File: src/rtl/rc5_enc_16bit.sv
// One-round RC5 encryption (w=8, 16-bit block) with a start/done handshake.
// Optional macro RC5_BUSY_EN adds a registered busy output high in RND_A/RND_B.
module rc5_enc_16bit #(
    parameter logic [7:0] S0 = 8'h20,
    parameter logic [7:0] S1 = 8'h10,
    parameter logic [7:0] S2 = 8'hFF,
    parameter logic [7:0] S3 = 8'hFF
) (
    input  logic        clock,
    input  logic        reset,
    input  logic        enc_start,
    input  logic [15:0] p,
    output logic [15:0] c,
    output logic        enc_done
`ifdef RC5_BUSY_EN
    ,
    output logic        busy
`endif
);

    typedef enum logic [1:0] {
        IDLE  = 2'd0,
        RND_A = 2'd1,
        RND_B = 2'd2,
        DONE  = 2'd3
    } state_t;

    state_t     state;
    logic [7:0] a;
    logic [7:0] b;
    logic [7:0] a_rnd;
    logic [7:0] b_rnd;

    // Only the low 3 bits of the rotate amount matter for an 8-bit word.
    function automatic logic [7:0] rotl8(input logic [7:0] x, input logic [2:0] n);
        logic [15:0] t;
        t = {x, x} << n;
        return t[15:8];
    endfunction

    // In RND_B, a already holds the value written during RND_A.
    assign a_rnd = rotl8(a ^ b, b[2:0]) + S2;
    assign b_rnd = rotl8(b ^ a, a[2:0]) + S3;

`ifdef RC5_BUSY_EN
    logic busy_r;
    assign busy = busy_r;
`endif

    always_ff @(posedge clock or negedge reset) begin
        if (!reset) begin
            state    <= IDLE;
            a        <= 8'h00;
            b        <= 8'h00;
            c        <= 16'h0000;
            enc_done <= 1'b0;
`ifdef RC5_BUSY_EN
            busy_r   <= 1'b0;
`endif
        end else begin
            case (state)
                IDLE: begin
                    enc_done <= 1'b0;
                    if (enc_start) begin
                        a     <= p[15:8] + S0;
                        b     <= p[7:0] + S1;
                        state <= RND_A;
`ifdef RC5_BUSY_EN
                        busy_r <= 1'b1;
`endif
                    end
                end
                RND_A: begin
                    a     <= a_rnd;
                    state <= RND_B;
                end
                RND_B: begin
                    b        <= b_rnd;
                    c        <= {a, b_rnd};
                    enc_done <= 1'b1;
                    state    <= DONE;
`ifdef RC5_BUSY_EN
                    busy_r   <= 1'b0;
`endif
                end
                DONE: begin
                    // Result stays presented until the controller drops its request.
                    if (!enc_start) begin
                        enc_done <= 1'b0;
                        state    <= IDLE;
                    end
                end
                default: begin
                    state    <= IDLE;
                    enc_done <= 1'b0;
                end
            endcase
        end
    end

endmodule

File: config.mk
export PLATFORM = sky130hd
export DESIGN_NAME = rc5_enc_16bit
export DESIGN_NICKNAME = d
export VERILOG_FILES = /design/src/rtl/rc5_enc_16bit.sv
export SDC_FILE = /design/constraint.sdc
export NUM_CORES = 1
export LEC_CHECK = 0
export ABC_AREA = 1
export CAP_MARGIN = 10
export CORE_MARGIN = 5
export CORE_UTILIZATION = 59
export DETAILED_ROUTE_END_ITERATION = 10
export GPL_TIMING_DRIVEN = 0
export PLACE_DENSITY_LB_ADDON = 0.05
export SLEW_MARGIN = 20
export SYNTH_ARGS = -nofsm -noshare
export SYNTH_HDL_FRONTEND = slang
export SYNTH_SLANG_ARGS = --single-unit
export TNS_END_PERCENT = 10
File: constraint.sdc
create_clock -name clock -period 3.31 [get_ports clock]
set_input_delay 0.331 -clock clock [delete_from_list [all_inputs] [get_ports clock]]
set_output_delay 0.331 -clock clock [all_outputs]
set_load 0.05 [all_outputs]
==> metrics.yaml <==
logic_synthesis:
  ys_seq_area_frac: 0.3283
  yosys.cell_count.top_type: "nand2_1"
  async_flop_share: 1.000
  synth_cell_types: 28
  netlist_area_mm2: 0.002668
  synth-edff-count: 0
  syn_avg_cell_area_um2: 6.686
  synthCells: 399
  synthTopCellsByArea: "dfrtp_1 33%, nand2_1 18%, nand3_1 15%, inv_1 5.1%, o21ai_0 4.3%"
  syn_nets: 427
  synth_top_cell_area_share: 0.3283
  synth-main-ff-cell: "dfrtp_1"
  yosysWarnings: 0
  synth_top_area_cell: "dfrtp_1"
  synth_commonest_cells: "126 x nand2_1, 78 x nand3_1, 36 x inv_1"
  synth_seq_cells: 35
clock_tree:
  clock-sinks: 35
  cts_setup_buffers: 0
  ctsLongestPathBuffers: 2
  tritoncts: "built"
  clk_latency_ns: 0.29
  cts_max_level: 2
  cts-root-buf: "clkbuf_8"
  numCtsBuffers: 5
  cts.reportedPaths.clkPinSlew_ns: 0.08
worst_setup_path:
  critPathRequiredTime_ns: 3.52
  cp_max_fo: 4
  r2r-end: "b[4]$_DFFE_PN0P_"
  reg2reg_from: "a[3]$_DFFE_PN0P_"
  ff2ff_setup_slack_ns: 1.13
  reg2reg_depth: 16
  crit_arrival_ns: 2.39
  max_stage_delay_ns: 0.41
  critPathCaptureType: "flip-flop"
  slowest_stage: "dfrtp_1"
  critical_path_class: "reg -> reg"
  cpMostUsedCell: "nand2_1"
  path_cells: "inv_1, nand2_1, nand2_1, nand2_1, nand2_1, nand2_1, nand3_1, o21ai_2, inv_1, ha_1, nand2_2, nor2_4, inv_1, nand2_1, nand2_1, a22oi_1"
  start_kind: "flip-flop"
timing:
  fmax_mhz: 458.0
  layout_worst_path_cycle_share: 0.6596
  worstMarginPinSlew_ns: 0.7627
  tns_ns: 0
  max-slew-margin-rel: 0.4862
  skew_ns: 0.008948
  rsz0062_at_grt: "false"
  layout_min_cycle_time_ns: 2.183
  finalSetupViolations: 0
  timing.hold.ws_ns: 0.4095
  slew_violations: 0
  hold_viol_final: 0
global_routing:
  grt_pass1_vias: 2637
  grtUsageTotal: 0.2494
  grt-ovfl-total: 0
  antenna_found_initial: 0
  grt_start_max_net_pins: 31
  grt_pass1_wl_um: 12190
die:
  die_area_mm2: 0.005966
  start_util: 0.6084
  io-pin-count: 36
  die_x_um: 77.24
  num_rows: 24
  dieHeight_um: 77.24
  core_mm2: 0.004384
finish:
  register_area_um2: 875.8
  fillCellCount: 347
  diodes: 0
  area_growth_pct: 20.73
  finalNetCount: 471
  multiInputGateArea_mm2: 0.001556
  layout-drive-gt1-share: 0.1149
flow_run:
  cap_violations: 0
drt:
  drt_iter0_drc: 271
  ant_nets: 0
  drc: 0
  routed_wl_um: 7214
  via_per_inst: 5.625
  vias: 2790
  wl_per_cell_um: 14.54
  dr.pass1.iters: 5
placement:
  io_buffer_count: 35
  gp_congestion: 0.8934
  dpl.hpwl_um: 5544
outcome:
  status: "finished clean"
worst_hold_path:
  hp-class: "in -> async"
## layer usage
metal	wire length [um]	vias to the layer above	global-route usage
li1	-	1404	-
met1	3149	1252	0.3309
met2	3452	120	0.4074
met3	461	14	0.04567
met4	150	0	0.08419
met5	0	-	0
## worst max path at each step
| stage | cells after the start | end | start |
|---|---|---|---|
| after global routing | 7 | a[0]$_DFFE_PN0P_ | state[1]$_DFFE_PN0P_ |
| after detailed placement | 7 | a[1]$_DFFE_PN0P_ | enc_start |
| after floorplan | 9 | b[1]$_DFFE_PN0P_ | a[0]$_DFFE_PN0P_ |
| final | 16 | b[4]$_DFFE_PN0P_ | a[3]$_DFFE_PN0P_ |
| after CTS | 16 | b[4]$_DFFE_PN0P_ | a[3]$_DFFE_PN0P_ |
| after global placement | 1 | c[6]$_DFFE_PN0P_ | reset |
## placed cells by master (no fill, tap or decap)
master           count
a31oi_1              1
nand2_1            126
a22oi_1              4
buf_4                4
a21oi_1             11
nand3_1             78
o22ai_1              1
clkinv_4             1
o21bai_1             2
o21ai_2              2
o21ai_1              2
dfrtp_1             35
ha_1                 9
buf_2                6
nand2_2             11
clkinv_2             1
nor2_1              17
o211ai_1             5
clkbuf_1             4
xnor2_1              3
a21oi_2              2
clkdlybuf4s50_1     34
nand3_2              5
nor2_4               3
dlygate4sd3_1        1
inv_2                5
bufinv_16            1
buf_6                1
o221ai_1             1
nor2_2               1
o21ai_0             23
inv_1               36
buf_12               1
clkbuf_8             5
or2_2                2
## cell families (layout without fill, tap and decap cells)
| family | Yosys count | after routing | share of synthesized area |
|---|---|---|---|
| simple gates | 243 | 243 | 0.4118 |
| buf+inv | 55 | 100 | 0.08818 |
| compound gates | 54 | 54 | 0.1196 |
| flops | 35 | 35 | 0.3283 |
| fa+ha+maj | 9 | 9 | 0.04221 |
| xor+xnor | 3 | 3 | 0.009852 |
## sequential cells by signal, indices dropped and copies added (netlist names)
register,cells
state,2
b,8
c,16
a,8
enc_done,1
## layout make-up
class                      instances  share of cell area
multi-input combinational        309              0.4833
sequential                        35              0.2720
inverter                          41             0.04779
buffer                            14             0.02525
clock inverter                     3             0.01360
clock buffer                       5             0.02137
timing repair buffer              37              0.1166
tap                               52             0.02020
## worst max-delay path: cells and delay by family, from the launching register on
| family | cells | cell delay (ns) |
|---|---|---|
| and+or+nand+nor | 10 | 0.98 |
| DFF | 1 | 0.41 |
| buffers and inverters | 3 | 0.27 |
| AOI/OAI and AO/OA | 2 | 0.24 |
| adders and majority gates | 1 | 0.20 |
## repair_timing
item | in CTS | in global routing
hold endpoints to repair | 5 | 0
setup endpoints to repair | 0 | 0
hold buffers | 1 | 0
gates resized for setup | 0 | 0
## stage by stage
stage,std cells,util,area [um^2],setup slack (ns)
floorplan,399,-,2668,1.485
global placement,486,0.7032,3083,1.187
detailed placement,487,0.7066,3098,1.201
CTS,496,0.7346,3221,1.180
global route,496,0.7346,3221,0.9765
finish,496,0.7346,3221,1.127
Power is not shown: default switching activity piles up to over one toggle a cycle in this logic, so the estimate is an artifact.
